## src/rtl/bf_row_ctrl.sv

```systemverilog
// bf_row_ctrl: request/clear sequencer for one 4096x1 bloom-filter row
// held in a true dual-port RAM with RD_LAT clocks of read latency.
//
// Ports
//   clock, reset      single clock; asynchronous active-high reset
//   req_valid/ready   request handshake (accepted when both are high)
//   req_op            0 = query, 1 = insert (set bit)
//   req_idx, req_tag  bit index and query tag
//   rsp_valid/hit/tag one-cycle query response, acceptance order
//   clr_start         ask for the whole row to be zeroed
//   clr_busy/done     clear pending/running, completion pulse
//   ram_*             registered RAM port A/B controls, ram_q_a read data

module bf_row_ctrl #(
  parameter int RD_LAT = 2,
  parameter int TAG_W  = 8
) (
  input  logic             clock,
  input  logic             reset,
  input  logic             req_valid,
  output logic             req_ready,
  input  logic             req_op,
  input  logic [11:0]      req_idx,
  input  logic [TAG_W-1:0] req_tag,
  output logic             rsp_valid,
  output logic             rsp_hit,
  output logic [TAG_W-1:0] rsp_tag,
  input  logic             clr_start,
  output logic             clr_busy,
  output logic             clr_done,
  output logic [11:0]      ram_address_a,
  output logic [11:0]      ram_address_b,
  output logic             ram_data_a,
  output logic             ram_data_b,
  output logic             ram_wren_a,
  output logic             ram_wren_b,
  input  logic             ram_q_a,
  input  logic             ram_q_b
);

  typedef enum logic [1:0] {
    SERVE = 2'd0,
    DRAIN = 2'd1,
    CLEAR = 2'd2
  } state_t;

  state_t r_state;
  state_t w_state_nxt;

  logic [RD_LAT:0]  r_pv;
  logic [TAG_W-1:0] r_pt [RD_LAT+1];

  // bit 11 set means the 2048-pair sweep has been fully issued
  logic [11:0] r_n;

  logic w_accept;
  logic w_query;
  logic w_pipe_empty;
  logic w_sweep_on;
  logic w_sweep_end;
  logic w_unused_q_b;

  assign w_accept     = req_valid && req_ready;
  assign w_query      = w_accept && !req_op;
  assign w_pipe_empty = (r_pv == '0);
  assign w_sweep_on   = (r_state == CLEAR) && !r_n[11];
  assign w_sweep_end  = (r_state == CLEAR) && r_n[11];
  assign w_unused_q_b = ram_q_b;

  always_ff @(posedge clock or posedge reset) begin
    if (reset) begin
      r_state <= CLEAR;
    end else begin
      r_state <= w_state_nxt;
    end
  end

  always_comb begin
    w_state_nxt = r_state;
    req_ready   = 1'b0;
    clr_busy    = 1'b1;
    unique case (r_state)
      SERVE: begin
        clr_busy  = 1'b0;
        req_ready = !clr_start;
        if (clr_start) begin
          w_state_nxt = DRAIN;
        end
      end
      DRAIN: begin
        if (w_pipe_empty) begin
          w_state_nxt = CLEAR;
        end
      end
      CLEAR: begin
        if (r_n[11]) begin
          w_state_nxt = SERVE;
        end
      end
      default: begin
        w_state_nxt = CLEAR;
      end
    endcase
  end

  // Query tracking: r_pv[i] marks a query whose read address was
  // presented i cycles ago; r_pv[RD_LAT] lines up with ram_q_a.
  always_ff @(posedge clock or posedge reset) begin
    if (reset) begin
      r_pv      <= '0;
      rsp_valid <= 1'b0;
      rsp_hit   <= 1'b0;
      rsp_tag   <= '0;
      for (int i = 0; i <= RD_LAT; i++) begin
        r_pt[i] <= '0;
      end
    end else begin
      r_pv    <= {r_pv[RD_LAT-1:0], w_query};
      r_pt[0] <= req_tag;
      for (int i = 1; i <= RD_LAT; i++) begin
        r_pt[i] <= r_pt[i-1];
      end
      rsp_valid <= r_pv[RD_LAT];
      if (r_pv[RD_LAT]) begin
        rsp_hit <= ram_q_a;
        rsp_tag <= r_pt[RD_LAT];
      end
    end
  end

  // RAM port drive. Port A address is held when idle so the RAM
  // does not see needless address toggles.
  always_ff @(posedge clock or posedge reset) begin
    if (reset) begin
      ram_address_a <= '0;
      ram_address_b <= '0;
      ram_data_a    <= 1'b0;
      ram_data_b    <= 1'b0;
      ram_wren_a    <= 1'b0;
      ram_wren_b    <= 1'b0;
      r_n           <= '0;
      clr_done      <= 1'b0;
    end else begin
      ram_wren_a    <= 1'b0;
      ram_data_a    <= 1'b0;
      ram_wren_b    <= 1'b0;
      ram_data_b    <= 1'b0;
      ram_address_b <= '0;
      clr_done      <= w_sweep_end;
      if (w_accept) begin
        ram_address_a <= req_idx;
        ram_wren_a    <= req_op;
        ram_data_a    <= req_op;
      end
      if (w_sweep_on) begin
        ram_address_a <= {r_n[10:0], 1'b0};
        ram_address_b <= {r_n[10:0], 1'b1};
        ram_wren_a    <= 1'b1;
        ram_wren_b    <= 1'b1;
        r_n           <= r_n + 12'd1;
      end
      if (w_sweep_end) begin
        r_n <= '0;
      end
    end
  end

endmodule

```

## config.mk

```make
export PLATFORM = sky130hd
export DESIGN_NAME = bf_row_ctrl
export DESIGN_NICKNAME = d
export VERILOG_FILES = /design/src/rtl/bf_row_ctrl.sv
export SDC_FILE = /design/constraint.sdc
export NUM_CORES = 1
export LEC_CHECK = 0
export ABC_AREA = 0
export ABC_CLOCK_PERIOD_IN_PS = 3000
export BUFFER_PORTS_ARGS = -buffer_cell sky130_fd_sc_hd__buf_2
export CAP_MARGIN = 5
export CELL_PAD_IN_SITES_DETAIL_PLACEMENT = 1
export CELL_PAD_IN_SITES_GLOBAL_PLACEMENT = 2
export CORE_ASPECT_RATIO = 1.5
export CORE_UTILIZATION = 36
export DETAILED_ROUTE_END_ITERATION = 10
export HOLD_SLACK_MARGIN = 0.02
export PLACE_DENSITY = 0.91
export SETUP_SLACK_MARGIN = 0.02
export SLEW_MARGIN = 20
export SYNTH_ARGS = -nofsm -noshare
export SYNTH_HDL_FRONTEND = slang
export SYNTH_SLANG_ARGS = --single-unit
```

## constraint.sdc

```tcl
create_clock -name clock -period 3 [get_ports clock]
set_clock_uncertainty 0.05 [all_clocks]
set_input_delay 0.45 -clock clock [delete_from_list [all_inputs] [get_ports clock]]
set_output_delay 0.45 -clock clock [all_outputs]
set_load 0.01 [all_outputs]
```

==> flow_metrics.tcl, run 1 <==
set metrics [dict create \
    r2r-start "r_state[1]$_DFFE_PP1P_" \
    multi_input_area_um2 808 \
    remaining_drc_errors 0 \
    layout.nets 298 \
    yosysSeqAreaShare_pct 68.2 \
    drtIter0Drc 101 \
    die_x_um 74.8 \
    peakVddDrop_mv 0.334 \
    switching_share_pct 28.9 \
    numCtsBuffers 9 \
    worst-r2r-setup-slack_ps 970 \
    p_leak_nw 1.71 \
    yosys.area.top_type_share_pct 67.3 \
    cts.path.max_buffers 2 \
    cellPowerDensity_nw_per_um2 837 \
    r2r_cells 4 \
    slowest_stage "dfstp_2" \
    outcome "finished, final reports clean" \
    drive_above_1_share_pct 38.9 \
    postRouteAntennaNets 0 \
    netlist_area_um2 2860 \
    path_clk_slew_ps 60 \
    vias 1777 \
    clk_latency_ps 330 \
    syn_nets 228 \
    crit_type "reg -> reg" \
    seq_area_um2 1950 \
    crit_buf_inv 1 \
    grt_start_max_net_pins 46 \
    cts_hold_buf 0 \
    die_area_um2 8320 \
    antenna_cells 0 \
    avgSynthCellArea_um2 14.3 \
    start_util_pct 37.4 \
    core_um2 7660 \
    first_global_vias 1867 \
    r2r_end "ram_address_a[5]$_DFFE_PP0P_" \
    synth.most_common_cell "dfrtp_1" \
    crit_arrival_ps 2230 \
    syn2layout_area_growth_pct 22.9 \
    ys_ff_latch 78 \
    path_max_fanout 21 \
    worst_pin_slew_ps 728 \
    dr.pass1.iters 4 \
    fp-row-count 39 \
    pwr-share-seq_pct 47.6 \
    fmax_mhz 492 \
    rsz0062_at_grt "false" \
    ctsHtreeMaxLevel 3 \
    min_period_over_period_pct 67.8 \
    clock-sinks 78 \
    placed_area_um2 3260 \
    relSlewSlack_pct 51.4 \
    portBuffers 65 \
    postCtsResizedCells 0 \
    path_cells "or3b_1 > inv_2 > and2_1 > o21bai_2" \
    utilization_pct 46.0 \
    syn_inst 200 \
    finalWirelength_mm 5.53 \
    grt_pass1_wl_mm 9.33 \
    setup_viol 0 \
    grt.total_usage_pct 15.3 \
    synthTopCellsByCount "dfrtp_1, mux2i_1, and2_1" \
    maxCapViolCount 0 \
    post_cts_buffers 0 \
    fin_setup_tns_ps 0 \
    fillers 814 \
    pin_count 68 \
    cts-root-buf "clkbuf_16" \
    cts_tree "done" \
    p_clk_share_pct 31.8 \
    synth_ff_type "dfrtp_1" \
    gp_congestion 0.784 \
    cell_internal_pwr_mw 2.10 \
    critPathCaptureType "register" \
    grt_overflow 0 \
    synth_area_leaders "dfrtp_1, mux2i_1, mux2_2, o21bai_2, and2_1" \
    hold_path_class "in -> async" \
    antenna_found_initial 0 \
    finalInstanceArea_um2 3520 \
    critPathMaxStageDelay_ps 670 \
    wl_per_cell_um 14.7 \
    die_h_um 111 \
    worstPathRequired_ps 3200 \
    yosysWarnings 0 \
    post-route-min-period_ps 2030 \
    synth_top_area_cell "dfrtp_1" \
    combPwrFrac_pct 20.5 \
    critical-path-top-delay-family "simple AND/OR/NAND/NOR gates" \
    synth_edf_count 0 \
    postSynth.asyncResetShare_pct 100 \
    ys_types 40 \
    p_sw_mw 0.850 \
    start_kind "register" \
    hold_viol_final 0 \
    dp_hpwl_mm 4.01 \
    drt-vias-per-instance 4.71 \
    report.final.slew_viol_count 0 \
]
## worst reg2reg max path, cell delays in order (launching register included)
cell	delay [ps]
dfstp_2	670
or3b_1	550
inv_2	360
and2_1	210
o21bai_2	110
## stage by stage
step / total power, mW / worst slack, ps / hold WS (ps) / instances
after floorplan: 1.79 / 507 / 281 / 200
after global placement: 1.99 / 1010 / 281 / 361
after detailed placement: 2.03 / 981 / 286 / 361
after CTS: 3.00 / 952 / 161 / 377
after global routing: 3.13 / 828 / 165 / 377
final: 2.95 / 967 / 176 / 377
## power by group through the flow
| stage | logic [mW] | clock network (mW) | registers (mW) |
|---|---|---|---|
| floorplan | 0.333 | 0 | 1.45 |
| global placement | 0.587 | 0 | 1.40 |
| detailed placement | 0.614 | 0 | 1.42 |
| CTS | 0.618 | 0.970 | 1.41 |
| global route | 0.680 | 1.01 | 1.44 |
| finish | 0.605 | 0.937 | 1.40 |
## placed cells by master, fill, tap and decap left out, types with 2 or more instances in the layout
master,count
o21ai_0,6
clkbuf_16,9
mux2_2,9
mux2i_1,14
or4_1,2
nand2_1,7
and2_1,10
nand3b_1,2
dfrtp_1,77
o31ai_1,4
clkinv_2,4
nand3_1,4
or2_2,3
a21oi_1,6
o21bai_2,8
inv_1,4
nor2_1,9
buf_2,65
buf_4,3
nand2b_1,3
nor3_1,2
clkbuf_1,3
a31oi_1,2
## cell type report
| type | instances | area share, % |
|---|---|---|
| clock inverters | 4 | 0.675 |
| inverters | 6 | 0.675 |
| multi-input cells | 107 | 23.0 |
| repair buffers | 68 | 9.88 |
| well taps | 102 | 3.62 |
| flip-flops and latches | 78 | 55.5 |
| clock buffers | 12 | 6.72 |
## metal layers
layer / share of wire, % / vias up / GRT usage (%)
li1: - / 826 / -
met1: 41 / 901 / 18.7
met2: 54 / 42 / 24.6
met3: 3.5 / 8 / 4.18
met4: 2.0 / 0 / 6.79
met5: 0 / - / 0
## worst max-delay path by stage
stage,depth (start not counted),end,startpoint,slack (ps)
after global routing,4,ram_address_a[2]$_DFFE_PP0P_,r_state[1]$_DFFE_PP1P_,830
after global placement,4,ram_address_a[5]$_DFFE_PP0P_,r_state[1]$_DFFE_PP1P_,1010
after detailed placement,4,ram_address_a[10]$_DFFE_PP0P_,r_state[1]$_DFFE_PP1P_,980
final,4,ram_address_a[5]$_DFFE_PP0P_,r_state[1]$_DFFE_PP1P_,970
after CTS,4,ram_address_a[2]$_DFFE_PP0P_,r_state[1]$_DFFE_PP1P_,950
after floorplan,1,clr_done$_DFF_PP0_,reset,510
## logic make-up after synthesis
family,count (synthesis),share of synthesized area [%]
simple gates,50,10.7
flops,78,68.2
fa+ha+maj,1,0.437
compound gates,31,8.21
buf+inv,15,3.58
other cells,1,0.131
mux,23,8.43
xor+xnor,1,0.306
## flip-flops by register name (all words and copies together), names as in the netlist, 2 cells and up
signal         cells
r_state            2
r_pv               3
rsp_tag            8
r_pt              24
r_n               12
ram_address_b     12
ram_address_a     12
Note: power is estimated with default switching activity, not from simulation.
==> inputs of run 2 (changes only) <==
--- a/config.mk
+++ b/config.mk
@@ -6,7 +6,7 @@
 export NUM_CORES = 1
 export LEC_CHECK = 0
 export ABC_AREA = 0
-export ABC_CLOCK_PERIOD_IN_PS = 3000
+export ABC_CLOCK_PERIOD_IN_PS = 1950
 export BUFFER_PORTS_ARGS = -buffer_cell sky130_fd_sc_hd__buf_2
 export CAP_MARGIN = 5
 export CELL_PAD_IN_SITES_DETAIL_PLACEMENT = 1
==> constraint.sdc (replaced) <==
create_clock -name clock -period 1.95 [get_ports clock]
set_clock_uncertainty 0.05 [all_clocks]
set_input_delay 0.2925 -clock clock [delete_from_list [all_inputs] [get_ports clock]]
set_output_delay 0.2925 -clock clock [all_outputs]
set_load 0.01 [all_outputs]
==> run 2 against run 1 <==
Via count up 4.3%. Sequential power up 54%. Critical path depth decreased by 1. Cell area up 5.1%. Worst setup slack got worse by 770 ps. Global-route usage grew 2.2 points. Worst hold slack worse by 170 ps. Non-clock buffer count up 11. Critical endpoint is now req_ready. First-iteration DRC count is 0.99% lower. Total power increased by 68%. Final cell count increased by 2.9%. Clock-buffer cell count fell by 2.
==> flow_metrics.tcl, run 2 (same netlist as run 1, synthesis figures left out) <==
set metrics [dict create \
    outcome "finished, final reports clean" \
    fin_ws_ps 193 \
    fmax_mhz 569 \
    dr.pass1.iters 4 \
    syn2layout_area_growth_pct 29.2 \
    fillers 825 \
    cell_internal_pwr_mw 3.52 \
    dp_slack_ps 259 \
    cts_tree "done" \
    post-route-min-period_ps 1760 \
    maxCapViolCount 0 \
    setup_viol 0 \
    path_clk_slew_ps 60 \
    p_clk_share_pct 36.4 \
    p_sw_mw 1.44 \
    min_period_over_period_pct 90.1 \
    numCtsBuffers 9 \
    combPwrFrac_pct 20.2 \
    largest_reg_flops 24 \
    wl_per_cell_um 16.3 \
    die_h_um 111 \
    hold_path_class "in -> async" \
    critPathMaxStageDelay_ps 500 \
    worstPathRequired_ps 1610 \
    core_um2 7660 \
    start_kind "register" \
    gp_congestion 0.777 \
    switching_share_pct 29.0 \
    power.total_mw 4.96 \
    final_common_cell "dfrtp_1" \
    dp_hpwl_mm 3.94 \
    top_register "r_pt" \
    cellPowerDensity_nw_per_um2 1340 \
    antenna_cells 0 \
    cts-root-buf "clkbuf_16" \
    grt_overflow 0 \
    crit_arrival_ps 1410 \
    drtIter0Drc 100 \
    critPathCaptureType "output pin" \
    report.final.slew_viol_count 0 \
    fp-row-count 39 \
    clock-sinks 78 \
    layout.nets 309 \
    pin_count 68 \
    remaining_drc_errors 0 \
    finalInstanceArea_um2 3700 \
    finalWirelength_mm 6.31 \
    path_cells "or2_2 > nor2_1 > buf_2" \
    p_leak_nw 1.79 \
    ctsHtreeMaxLevel 3 \
    slowest_stage "dfrtp_1" \
    grt.total_usage_pct 17.5 \
    grt_pass1_wl_mm 10.4 \
    die_area_um2 8320 \
    die_x_um 74.8 \
    clk_latency_ps 340 \
    rsz0062_at_grt "false" \
    drive_above_1_share_pct 39.2 \
    vias 1854 \
    placed_area_um2 3300 \
    post_cts_buffers 0 \
    pwr-share-seq_pct 43.4 \
    peakVddDrop_mv 0.595 \
    cts.path.max_buffers 2 \
    drt-vias-per-instance 4.78 \
    grt_start_max_net_pins 79 \
    postRouteAntennaNets 0 \
    fin_setup_tns_ps 0 \
    path_max_fanout 11 \
    first_global_vias 2042 \
    start_util_pct 37.4 \
    portBuffers 65 \
    hold_viol_final 0 \
    crit_type "reg -> out" \
    critical-path-top-delay-family "flip-flops" \
    antenna_found_initial 0 \
    crit_buf_inv 1 \
    layout_common_cells "dfrtp_1, buf_2, mux2i_1" \
]
==> run 2: changes by cell type in the layout (fill, tap and decap cells not counted) <==
cell	change
clkinv_2	-4
bufinv_16	+2
dlygate4sd3_1	+8
clkinvlp_4	+2
inv_6	+2
buf_4	+2
buf_12	+1
clkbuf_1	-2
==> run 2: per-stage QoR <==
stage	std cells	hold slack [ps]	utilization, %
floorplan	200	274	-
global placement	364	281	43.1
detailed placement	364	286	43.1
CTS	388	25.2	48.3
global route	388	45.9	48.3
finish	388	6.59	48.3
==> run 2: final timing paths <==
check	startpoint	end	slack (ps)	cells after the start
max	r_state[0]$_DFFE_PP0P_	req_ready	190	3
min	reset	r_pt[22]$_DFF_PP0_	7	3
max reg2reg	r_state[0]$_DFFE_PP0P_	ram_address_a[5]$_DFFE_PP0P_	220	4
min reg2reg	r_pt[12]$_DFF_PP0_	r_pt[4]$_DFF_PP0_	290	0
max in group asynchronous	reset	ram_address_b[2]$_DFF_PP0_	1510	3
min in group clock	req_op	r_pv[0]$_DFF_PP0_	90	2
==> run 2: power groups by stage <==
stage	clock, mW	sequential, mW	combinational, mW
6_report	1.81	2.16	1.00
5_1_grt	1.89	2.20	1.10
4_1_cts	1.84	2.16	1.02
3_5_place_dp	0	2.18	0.972
3_3_place_gp	0	2.15	0.926
2_1_floorplan	0	2.24	0.513
==> run 2: worst register-to-register path, cell delays in order, from the launching register on <==
cell      delay (ps)
dfrtp_1          500
or3b_1           470
inv_2            290
and2_1           220
o21bai_2         120
==> run 2: layout make-up <==
type | count | area (µm²) | share of cell area, %
multi-input combinational | 107 | 808 | 21.8
tap | 102 | 128 | 3.45
sequential | 78 | 1950 | 52.8
clock inverter | 6 | 93.8 | 2.54
inverter | 6 | 26.3 | 0.710
clock buffer | 10 | 229 | 6.19
timing repair buffer | 79 | 463 | 12.5
==> run 2: routing by layer <==
layer | part of all wire [%] | global-route usage [%] | vias up
met3 | 3.1 | 5.09 | 15
met2 | 55 | 29.1 | 43
li1 | - | - | 845
met5 | 0 | 0 | -
met1 | 38 | 19.2 | 951
met4 | 3.6 | 9.69 | 0
==> run 2: what timing repair did <==
item,in CTS,in global routing
hold endpoints to repair,8,0
hold buffers,8,0
resized for setup,0,0
setup endpoints to repair,0,0
==> inputs of run 3 (changes only) <==
--- a/config.mk
+++ b/config.mk
@@ -9,13 +9,11 @@
 export ABC_CLOCK_PERIOD_IN_PS = 1950
 export BUFFER_PORTS_ARGS = -buffer_cell sky130_fd_sc_hd__buf_2
 export CAP_MARGIN = 5
-export CELL_PAD_IN_SITES_DETAIL_PLACEMENT = 1
-export CELL_PAD_IN_SITES_GLOBAL_PLACEMENT = 2
 export CORE_ASPECT_RATIO = 1.5
-export CORE_UTILIZATION = 36
+export CORE_UTILIZATION = 50
 export DETAILED_ROUTE_END_ITERATION = 10
 export HOLD_SLACK_MARGIN = 0.02
-export PLACE_DENSITY = 0.91
+export PLACE_DENSITY = 0.87
 export SETUP_SLACK_MARGIN = 0.02
 export SLEW_MARGIN = 20
 export SYNTH_ARGS = -nofsm -noshare
==> run 3 against run 2 <==
Sequential power barely moved. First-iteration DRC count down 26%. Routed wire length shrank 21%. Register-to-register slack about the same. Utilization grew 16 points. Non-clock buffer count unchanged. Critical endpoint unchanged.
==> flow_metrics.tcl, run 3 (same netlist as run 1, synthesis figures left out) <==
set metrics [dict create \
    outcome "finished, final reports clean" \
    slowest_stage "dfrtp_1" \
    syn2layout_area_growth_pct 24.0 \
    hold_viol_final 0 \
    path_cells "or2_2 > nor2_1 > buf_2" \
    dp_hpwl_mm 3.35 \
    combPwrFrac_pct 21.8 \
    r2r_end "r_n[11]$_DFFE_PP0P_" \
    vias 1779 \
    report.final.slew_viol_count 0 \
    clock-sinks 78 \
    switching_share_pct 28.8 \
    pin_count 68 \
    portBuffers 65 \
    largest_reg_flops 24 \
    stdcell_count 355 \
    critical-path-top-delay-family "flip-flops" \
    die_h_um 94.7 \
    grt_pass1_wl_mm 8.11 \
    p_leak_nw 1.73 \
    start_kind "register" \
    fillers 407 \
    numCtsBuffers 9 \
    maxCapViolCount 0 \
    drt-vias-per-instance 5.01 \
    hold_path_class "in -> async" \
    cts-root-buf "clkbuf_8" \
    postRouteAntennaNets 0 \
    rsz0062_at_grt "false" \
    fmax_mhz 575 \
    post_cts_buffers 0 \
    grt_start_max_net_pins 79 \
    cts.path.max_buffers 2 \
    p_clk_share_pct 29.0 \
    gp_congestion 0.776 \
    grt.total_usage_pct 18.3 \
    drtIter0Drc 74 \
    antenna_found_initial 0 \
    post-route-min-period_ps 1740 \
    drive_above_1_share_pct 38.9 \
    r2r_cells 4 \
    ctsHtreeMaxLevel 3 \
    peakVddDrop_mv 0.461 \
    dp_slack_ps 256 \
    pwr-share-seq_pct 49.2 \
    crit_arrival_ps 1400 \
    clk_latency_ps 330 \
    cell_internal_pwr_mw 3.10 \
    layout_common_cells "dfrtp_1, buf_2, mux2i_1" \
    setup_viol 0 \
    worst-r2r-setup-slack_ps 220 \
    critPathMaxStageDelay_ps 500 \
    finalWirelength_mm 5.01 \
    die_area_um2 6040 \
    p_sw_mw 1.25 \
    min_period_over_period_pct 89.2 \
    cellPowerDensity_nw_per_um2 1230 \
    wl_per_cell_um 14.1 \
    start_util_pct 52.2 \
    dp_cells 332 \
    antenna_cells 0 \
    worstPathRequired_ps 1610 \
    top_register "r_pt" \
    path_clk_slew_ps 80 \
    fin_setup_tns_ps 0 \
    grt_overflow 0 \
    dr.pass1.iters 4 \
    fin_ws_ps 211 \
    crit_type "reg -> out" \
    layout.nets 309 \
    die_x_um 63.8 \
    crit_buf_inv 1 \
    remaining_drc_errors 0 \
    critPathCaptureType "output pin" \
    core_um2 5490 \
    final_common_cell "dfrtp_1" \
    r2r-start "r_state[1]$_DFFE_PP1P_" \
    cts_tree "done" \
    fp-row-count 33 \
    first_global_vias 1726 \
    path_max_fanout 11 \
]
==> run 3: changes by cell type in the layout (fill, tap and decap cells not counted) <==
cell | previous run | this run
clkinv_4 | 1 | 2
clkbuf_16 | 9 | 0
inv_6 | 2 | 0
clkbuf_8 | 0 | 9
==> run 3: worst max path at each step <==
stage                                       from                            to  slack (ps)  depth (start not counted)
after global routing      r_state[1]$_DFFE_PP1P_           r_n[11]$_DFFE_PP0P_          30                          4
after detailed placement  r_state[1]$_DFFE_PP1P_           r_n[11]$_DFFE_PP0P_         260                          4
after global placement    r_state[1]$_DFFE_PP1P_  ram_address_a[2]$_DFFE_PP0P_         290                          4
after CTS                 r_state[0]$_DFFE_PP0P_                     req_ready         200                          3
after floorplan           r_state[0]$_DFFE_PP0P_  ram_address_a[6]$_DFFE_PP0P_         390                          5
final                     r_state[0]$_DFFE_PP0P_                     req_ready         210                          3
==> run 3: power groups by stage <==
stage	sequential, mW	clock (mW)	combinational (mW)
finish	2.14	1.26	0.950
global route	2.19	1.37	1.06
CTS	2.14	1.29	0.961
detailed placement	2.17	0	0.947
global placement	2.15	0	0.905
floorplan	2.24	0	0.513
==> run 3: cell type report <==
type | instances | area (µm²) | area share (%)
Clock buffer | 10 | 128 | 3.59
Inverter | 6 | 26.3 | 0.740
Clock inverter | 5 | 85.1 | 2.40
Sequential cell | 78 | 1950 | 55.0
Timing Repair Buffer | 79 | 463 | 13.0
Tap cell | 70 | 87.6 | 2.47
Multi-Input combinational cell | 107 | 808 | 22.8
==> run 3: metrics by stage <==
step	hold WS, ps	area, µm²	util (%)	power, mW
final	15.8	3550	64.7	4.36
after global routing	37.6	3550	64.7	4.61
after CTS	26.0	3550	64.7	4.39
after detailed placement	286	3260	59.3	3.11
after global placement	282	3260	59.3	3.05
after floorplan	274	2870	-	2.75
==> run 3: worst register-to-register path, delay by kind of cell, from the launching register on <==
family / cells / cell delay, ps
buf+inv: 1 / 170
flops: 1 / 610
compound gates: 1 / 330
simple gates: 2 / 450
==> run 3: metal layers <==
layer  GRT usage, %  routed length (µm)  vias to the layer above
met1           22.5                2080                      879
met5              0                   0                        -
met3           4.47                 185                        7
li1               -                   -                      843
met4           10.2                  87                        0
met2           29.4                2650                       50
==> run 3: what timing repair did <==
action	CTS	global route
hold buffers	8	0
resized for setup	0	0
hold endpoints to repair	8	0
